**config.mk**
```make
export PLATFORM = sky130hd
export DESIGN_NAME = mem_io_sequencer_flat
export DESIGN_NICKNAME = d
export VERILOG_FILES = /design/src/rtl/slc3_pkg.sv /design/src/rtl/mem_io_sequencer_if.sv /design/src/rtl/mem_io_sequencer.sv /design/src/flat_wrapper.sv
export SDC_FILE = /design/constraint.sdc
export NUM_CORES = 1
export LEC_CHECK = 0
export ABC_AREA = 1
export ABC_CLOCK_PERIOD_IN_PS = 1720
export BUFFER_PORTS_ARGS = -buffer_cell sky130_fd_sc_hd__clkbuf_2
export CAP_MARGIN = 20
export CELL_PAD_IN_SITES_DETAIL_PLACEMENT = 0
export CELL_PAD_IN_SITES_GLOBAL_PLACEMENT = 1
export CORE_AREA = 2 2 92 139
export DETAILED_ROUTE_END_ITERATION = 6
export DIE_AREA = 0 0 94 141
export PLACE_DENSITY = 0.77
export SLEW_MARGIN = 20
export SYNTH_ARGS = -nofsm -noshare
export SYNTH_HDL_FRONTEND = slang
export SYNTH_SLANG_ARGS = --single-unit
```
**constraint.sdc**
```tcl
create_clock -name Clk -period 1.72 [get_ports Clk]
set_input_delay 0.344 -clock Clk [delete_from_list [all_inputs] [get_ports Clk]]
set_output_delay 0.344 -clock Clk [all_outputs]
set_load 0.02 [all_outputs]
```
**src/rtl/slc3_pkg.sv**
```systemverilog
// Shared SLC-3 types: sequencer state encoding, requester grant and the I/O address.
package slc3_pkg;

    typedef enum logic [2:0] {
        IDLE,
        SETUP,
        ACCESS,
        DONE,
        IO
    } seq_state_t;

    typedef enum logic {
        GNT_CPU,
        GNT_INIT
    } grant_t;

    localparam logic [15:0] IO_ADDR = 16'hFFFF;

endpackage

```
**src/rtl/mem_io_sequencer_if.sv**
```systemverilog
// Bundle of CPU, loader, SRAM and board I/O signals around the memory sequencer.
interface mem_io_sequencer_if;

    logic        cpu_req;
    logic        cpu_we;
    logic [15:0] cpu_addr;
    logic [15:0] cpu_wdata;
    logic [15:0] cpu_rdata;
    logic        cpu_ready;

    logic        init_req;
    logic [15:0] init_addr;
    logic [15:0] init_wdata;
    logic        init_ack;

    logic [15:0] mem_addr;
    logic [15:0] mem_wdata;
    logic [15:0] mem_rdata;
    logic        mem_ce_n;
    logic        mem_oe_n;
    logic        mem_we_n;

    logic [9:0]  sw_in;
    logic [15:0] hex_out;

    // Sequencer side
    modport slave (
        input  cpu_req, cpu_we, cpu_addr, cpu_wdata,
        output cpu_rdata, cpu_ready,
        input  init_req, init_addr, init_wdata,
        output init_ack,
        output mem_addr, mem_wdata, mem_ce_n, mem_oe_n, mem_we_n,
        input  mem_rdata,
        input  sw_in,
        output hex_out
    );

    // Requester / board side
    modport master (
        output cpu_req, cpu_we, cpu_addr, cpu_wdata,
        input  cpu_rdata, cpu_ready,
        output init_req, init_addr, init_wdata,
        input  init_ack,
        input  mem_addr, mem_wdata, mem_ce_n, mem_oe_n, mem_we_n,
        output mem_rdata,
        output sw_in,
        input  hex_out
    );

endinterface

```
**src/rtl/mem_io_sequencer.sv**
```systemverilog
// Arbitrates CPU and loader onto the single SRAM port with timed strobes, and decodes
// the memory-mapped switch/hex register. All outputs are registered from next-state.
module mem_io_sequencer
    import slc3_pkg::*;
#(
    parameter int          WAIT_CYCLES = 2,
    parameter logic [15:0] IO_ADDR     = slc3_pkg::IO_ADDR
) (
    input  logic               Clk,
    input  logic               Reset,
    mem_io_sequencer_if.slave  bus
);

    localparam logic [3:0] CNT_LOAD = 4'(WAIT_CYCLES - 1);

    seq_state_t  state_q, state_d;
    grant_t      gnt_q, gnt_d;
    logic        we_q, we_d;
    logic [3:0]  cnt_q, cnt_d;
    logic [15:0] mem_addr_q, mem_addr_d;
    logic [15:0] mem_wdata_q, mem_wdata_d;
    logic        ce_n_q, ce_n_d;
    logic        oe_n_q, oe_n_d;
    logic        we_n_q, we_n_d;
    logic [15:0] cpu_rdata_q, cpu_rdata_d;
    logic [15:0] hex_q, hex_d;
    logic        cpu_ready_q, cpu_ready_d;
    logic        init_ack_q, init_ack_d;

    always_comb begin
        state_d     = state_q;
        gnt_d       = gnt_q;
        we_d        = we_q;
        cnt_d       = cnt_q;
        mem_addr_d  = mem_addr_q;
        mem_wdata_d = mem_wdata_q;
        ce_n_d      = 1'b1;
        oe_n_d      = 1'b1;
        we_n_d      = 1'b1;
        cpu_rdata_d = cpu_rdata_q;
        hex_d       = hex_q;
        cpu_ready_d = 1'b0;
        init_ack_d  = 1'b0;

        unique case (state_q)
            IDLE: begin
                // The loader wins ties and never decodes I/O.
                if (bus.init_req) begin
                    gnt_d       = GNT_INIT;
                    we_d        = 1'b1;
                    mem_addr_d  = bus.init_addr;
                    mem_wdata_d = bus.init_wdata;
                    cnt_d       = CNT_LOAD;
                    ce_n_d      = 1'b0;
                    state_d     = SETUP;
                end else if (bus.cpu_req) begin
                    gnt_d = GNT_CPU;
                    we_d  = bus.cpu_we;
                    if (bus.cpu_addr == IO_ADDR) begin
                        state_d     = IO;
                        cpu_ready_d = 1'b1;
                        if (bus.cpu_we) begin
                            hex_d = bus.cpu_wdata;
                        end else begin
                            cpu_rdata_d = {6'b0, bus.sw_in};
                        end
                    end else begin
                        mem_addr_d  = bus.cpu_addr;
                        mem_wdata_d = bus.cpu_wdata;
                        cnt_d       = CNT_LOAD;
                        ce_n_d      = 1'b0;
                        oe_n_d      = bus.cpu_we;
                        state_d     = SETUP;
                    end
                end
            end
            SETUP: begin
                ce_n_d  = 1'b0;
                oe_n_d  = we_q;
                we_n_d  = ~we_q;
                state_d = ACCESS;
            end
            ACCESS: begin
                if (cnt_q == 4'd0) begin
                    state_d     = DONE;
                    cpu_ready_d = (gnt_q == GNT_CPU);
                    init_ack_d  = (gnt_q == GNT_INIT);
                    if (!we_q) begin
                        cpu_rdata_d = bus.mem_rdata;
                    end
                end else begin
                    cnt_d  = cnt_q - 4'd1;
                    ce_n_d = 1'b0;
                    oe_n_d = we_q;
                    we_n_d = ~we_q;
                end
            end
            DONE:    state_d = IDLE;
            IO:      state_d = IDLE;
            default: state_d = IDLE;
        endcase
    end

    always_ff @(posedge Clk) begin
        if (!Reset) begin
            state_q     <= IDLE;
            gnt_q       <= GNT_CPU;
            we_q        <= 1'b0;
            cnt_q       <= 4'd0;
            mem_addr_q  <= 16'h0000;
            mem_wdata_q <= 16'h0000;
            ce_n_q      <= 1'b1;
            oe_n_q      <= 1'b1;
            we_n_q      <= 1'b1;
            cpu_rdata_q <= 16'h0000;
            hex_q       <= 16'h0000;
            cpu_ready_q <= 1'b0;
            init_ack_q  <= 1'b0;
        end else begin
            state_q     <= state_d;
            gnt_q       <= gnt_d;
            we_q        <= we_d;
            cnt_q       <= cnt_d;
            mem_addr_q  <= mem_addr_d;
            mem_wdata_q <= mem_wdata_d;
            ce_n_q      <= ce_n_d;
            oe_n_q      <= oe_n_d;
            we_n_q      <= we_n_d;
            cpu_rdata_q <= cpu_rdata_d;
            hex_q       <= hex_d;
            cpu_ready_q <= cpu_ready_d;
            init_ack_q  <= init_ack_d;
        end
    end

    assign bus.mem_addr  = mem_addr_q;
    assign bus.mem_wdata = mem_wdata_q;
    assign bus.mem_ce_n  = ce_n_q;
    assign bus.mem_oe_n  = oe_n_q;
    assign bus.mem_we_n  = we_n_q;
    assign bus.cpu_rdata = cpu_rdata_q;
    assign bus.cpu_ready = cpu_ready_q;
    assign bus.init_ack  = init_ack_q;
    assign bus.hex_out   = hex_q;

endmodule

```
**src/flat_wrapper.sv**
```systemverilog
// flat-port wrapper written by rule: the top's interface ports become plain ports
module mem_io_sequencer_flat import slc3_pkg::*;
#(
    parameter int          WAIT_CYCLES = 2,
    parameter logic [15:0] IO_ADDR     = slc3_pkg::IO_ADDR
)
  (Clk, Reset, bus_cpu_req, bus_cpu_we, bus_cpu_addr, bus_cpu_wdata, bus_cpu_rdata, bus_cpu_ready, bus_init_req, bus_init_addr, bus_init_wdata, bus_init_ack, bus_mem_addr, bus_mem_wdata, bus_mem_ce_n, bus_mem_oe_n, bus_mem_we_n, bus_mem_rdata, bus_sw_in, bus_hex_out);
  mem_io_sequencer_if bus_i ();
  input  logic Clk;
  input  logic Reset;
  input wire logic [$bits(bus_i.cpu_req)-1:0] bus_cpu_req;
  input wire logic [$bits(bus_i.cpu_we)-1:0] bus_cpu_we;
  input wire logic [$bits(bus_i.cpu_addr)-1:0] bus_cpu_addr;
  input wire logic [$bits(bus_i.cpu_wdata)-1:0] bus_cpu_wdata;
  output wire logic [$bits(bus_i.cpu_rdata)-1:0] bus_cpu_rdata;
  output wire logic [$bits(bus_i.cpu_ready)-1:0] bus_cpu_ready;
  input wire logic [$bits(bus_i.init_req)-1:0] bus_init_req;
  input wire logic [$bits(bus_i.init_addr)-1:0] bus_init_addr;
  input wire logic [$bits(bus_i.init_wdata)-1:0] bus_init_wdata;
  output wire logic [$bits(bus_i.init_ack)-1:0] bus_init_ack;
  output wire logic [$bits(bus_i.mem_addr)-1:0] bus_mem_addr;
  output wire logic [$bits(bus_i.mem_wdata)-1:0] bus_mem_wdata;
  output wire logic [$bits(bus_i.mem_ce_n)-1:0] bus_mem_ce_n;
  output wire logic [$bits(bus_i.mem_oe_n)-1:0] bus_mem_oe_n;
  output wire logic [$bits(bus_i.mem_we_n)-1:0] bus_mem_we_n;
  input wire logic [$bits(bus_i.mem_rdata)-1:0] bus_mem_rdata;
  input wire logic [$bits(bus_i.sw_in)-1:0] bus_sw_in;
  output wire logic [$bits(bus_i.hex_out)-1:0] bus_hex_out;
  assign bus_i.cpu_req = bus_cpu_req;
  assign bus_i.cpu_we = bus_cpu_we;
  assign bus_i.cpu_addr = bus_cpu_addr;
  assign bus_i.cpu_wdata = bus_cpu_wdata;
  assign bus_cpu_rdata = bus_i.cpu_rdata;
  assign bus_cpu_ready = bus_i.cpu_ready;
  assign bus_i.init_req = bus_init_req;
  assign bus_i.init_addr = bus_init_addr;
  assign bus_i.init_wdata = bus_init_wdata;
  assign bus_init_ack = bus_i.init_ack;
  assign bus_mem_addr = bus_i.mem_addr;
  assign bus_mem_wdata = bus_i.mem_wdata;
  assign bus_mem_ce_n = bus_i.mem_ce_n;
  assign bus_mem_oe_n = bus_i.mem_oe_n;
  assign bus_mem_we_n = bus_i.mem_we_n;
  assign bus_i.mem_rdata = bus_mem_rdata;
  assign bus_i.sw_in = bus_sw_in;
  assign bus_hex_out = bus_i.hex_out;
  mem_io_sequencer #(.WAIT_CYCLES(WAIT_CYCLES), .IO_ADDR(IO_ADDR)) u_core (.Clk(Clk), .Reset(Reset), .bus(bus_i));
endmodule
```
==> impl_metrics.yaml <==
setup_path:
  cp_cell_sequence: "nor2_4 > nand2_2 > buf_4 > clkinv_1 > buf_4 > nand2_1 > nand2_1 > inv_1 > nand3_1 > nand2_1 > nor2_1"
  cpMostUsedCell: "nand2_1"
  path_max_fanout: 17
  cp.arrival_ns: 1.83
  critPathKind: "flip-flop to flip-flop"
  timing.critical_path.buf_inv: 4
  r2r_slack_ns: 0.16
  r2r-end: "u_core.bus.cpu_rdata[0]$_SDFFE_PN0P_"
  cp_slowest_cell: "dfxtp_1"
  crit_family: "simple AND/OR/NAND/NOR gates"
  cpPeakStageDelay_ns: 0.33
  start_kind: "flip-flop"
  startpoint: "u_core.state_q[0]$_SDFFE_PN0P_"
  reg2reg_from: "u_core.state_q[0]$_SDFFE_PN0P_"
  reg2regPathDepth: 11
  cp.required_ns: 1.99
  cp-end-kind: "flip-flop"
power_and_ir_drop:
  peakVddDrop_v: 0.000620
  powerDensity_nw_per_um2: 1050
  seq_power_share: 0.384
  power_uw: 5350
  pwr-share-comb: 0.249
  swShare: 0.306
  p_leak_uw: 0.00251
  intPower_uw: 3710
  power.switching_uw: 1640
  clock_power_share: 0.367
logic_synthesis:
  synth_nets: 662
  synth_compound_area_frac: 0.104
  syn_avg_cell_area_sq_um: 6.72
  async_flop_share: 0
  synthMuxAreaShare: 0
  yosys_most_used_dff: "dfxtp_1"
  syn_area_sq_um: 3790
  synth_top_family_by_area: "simple AND/OR/NAND/NOR gates"
  synth_fa_ha_area_frac: 0.00659
  ys_seq_area_frac: 0.411
  synth_edf_count: 0
  synthXorXnorAreaFrac: 0.00231
  synthCells: 565
  yosys_warnings: 0
  yosys.cell_types.count: 29
  synth-simple-area-share: 0.396
  ys_ff_latch: 78
route:
  wl_per_cell_microns: 13.1
  drtIter0Drc: 107
  ant_nets: 0
  vias: 4165
  first_pass_iters: 4
  via_per_inst: 4.74
  drt-total-wl_mm: 11.6
  drc: 0
clock_network:
  cts_setup_buffers: 0
  cts_buffers: 9
  clock_latency_ns: 0.33
  clockBufferDepth: 2
  cts_tree: "built"
  clock_sinks: 78
  clkTransAtPathRegs_ns: 0.06
  hold_buffers: 0
  htreeDepth: 3
  root_buffer: "clkbuf_16"
timing:
  slew_viol_final: 0
  setup_tns_ns: 0
  final-hold-violation-count: 0
  rsz0062_at_grt: "false"
  max_freq_mhz: 639
  skew_ns: 0.00437
  tightest_slew_ns: 0.334
  slew_headroom: 0.777
  setup_ws_ns: 0.156
  setup_viol: 0
  timing.final.crit_share: 0.909
  finalCriticalPeriod_ns: 1.56
global_routing:
  grt_pass1_wl_mm: 18.6
  grt_start_max_net_pins: 55
  grt_overflow: 0
  antenna_found_initial: 0
  grt_pass1_vias: 3930
  grt_use_total: 0.174
cells_and_area:
  finalNetCount: 816
  syn_to_final_growth_pct: 34.7
  multi_input_area_sq_um: 1930
  n_fill_cell: 1312
  fin_util: 0.419
  drive_above_1_share: 0.296
  ff_latch_area_sq_um: 1560
  antenna_cells: 0
  final_area_sq_um: 5110
run:
  maxCapViolCount: 0
placed_design:
  dp_slack_ns: 0.0221
  gp_congestion: 0.776
  placed_cell_area_sq_um: 4810
  hpwl_mm: 8.86
  portBuffers: 163
floorplan:
  fp.dieW_microns: 94
  dieArea_sq_um: 13300
  initial_utilization: 0.311
  die_height_microns: 141
  pin_count: 164
  std_cell_rows: 50
  fp.coreArea_sq_um: 12200
hold_path:
  min_to: "u_core.bus.hex_out[5]$_SDFFE_PN0P_"
  hold_depth: 3
  hp-start: "bus_cpu_wdata[5]"
  hold_class: "primary input to flip-flop"
outcome:
  status: "finished clean"
per-stage QoR:
stage               cells  hold slack (ns)
finish                879            0.269
detailed placement    864            0.452
floorplan             565            0.436
CTS                   879            0.262
global placement      864            0.447
global route          879            0.271
registers in the layout, summed over array words and instances, names as in the netlist, 3 cells and up:
signal and flops:
u_core.bus.mem_wdata 16, u_core.state_q 3, u_core.cnt_q 4, u_core.bus.mem_addr 16
u_core.bus.hex_out 16, u_core.bus.cpu_rdata 16
cell usage in the layout, fill, tap and decap left out, drive strengths merged, types with 2 or more instances in the layout:
cell type / n
buf: 19
nor2: 36
nand4: 35
dfxtp: 78
inv: 25
ha: 2
bufinv: 2
nand3: 38
a21oi: 70
clkbuf: 173
clkinv: 4
nor3: 3
o21ai: 5
nand2: 227
tightest hold or removal path, cell delays in order:
cell and delay, ns:
clkbuf_2 0.10, nand3_2 0.07, a21oi_2 0.05
routing by layer:
layer  GRT usage  vias to the layer above  share of wire
met2       0.318                      130           0.53
met3      0.0433                       18          0.068
met4      0.0648                        0          0.024
met1       0.189                     1863           0.38
li1            -                     2154              -
met5           0                        -              0
logic make-up (layout without fill, tap and decap cells):
| kind of cell | after synthesis | after routing |
|---|---|---|
| flops | 78 | 78 |
| xor+xnor | 1 | 1 |
| fa+ha+maj | 2 | 2 |
| compound gates | 77 | 77 |
| buf+inv | 65 | 223 |
| simple gates | 342 | 342 |
repair_timing:
item,CTS,global route
hold endpoints to repair,0,0
endpoints found under the setup margin,0,16
resized for setup,0,1
cell type report:
type | instances | area share
Multi-Input combinational cell | 422 | 0.378
Sequential cell | 78 | 0.306
Timing Repair Buffer | 182 | 0.200
Clock buffer | 10 | 0.0448
Tap cell | 156 | 0.0382
Inverter | 26 | 0.0191
Clock inverter | 5 | 0.0147
worst max-delay path by stage:
stage	endpoint	cells after the start	slack (ns)
2_1_floorplan	u_core.bus.hex_out[5]$_SDFFE_PN0P_	6	0.27
3_3_place_gp	u_core.bus.hex_out[5]$_SDFFE_PN0P_	9	0.07
3_5_place_dp	u_core.bus.hex_out[13]$_SDFFE_PN0P_	9	0.02
4_1_cts	u_core.bus.cpu_rdata[0]$_SDFFE_PN0P_	11	0.12
5_1_grt	u_core.bus.cpu_rdata[9]$_SDFFE_PN0P_	11	0.003
6_report	u_core.bus.cpu_rdata[0]$_SDFFE_PN0P_	11	0.16
Yosys cell counts, types with 2 or more instances:
cell	count	area, sq um
buf_1	4	15.0
dfxtp_1	78	1560
inv_2	2	7.51
nor2_4	3	33.8
nand3_2	2	20.0
nor3_1	3	15.0
nand2_1	223	837
buf_4	8	60.1
inv_1	23	86.3
a21oi_1	69	345
ha_1	2	25.0
buf_2	6	30.0
nor2_1	32	120
nand2_2	2	12.5
buf_6	3	33.8
nand4_1	35	219
clkbuf_1	18	67.6
o21ai_0	5	25.0
nand2_4	2	22.5
nand3_1	36	180
power groups by stage:
| stage | Clock [uW] | Combinational [uW] | Sequential (uW) |
|---|---|---|---|
| floorplan | 0 | 709 | 2250 |
| global placement | 0 | 1320 | 2090 |
| detailed placement | 0 | 1340 | 2100 |
| CTS | 2010 | 1350 | 2060 |
| global route | 2080 | 1490 | 2070 |
| finish | 1960 | 1330 | 2060 |
No activity file was read; power rests on OpenSTA's default activity.
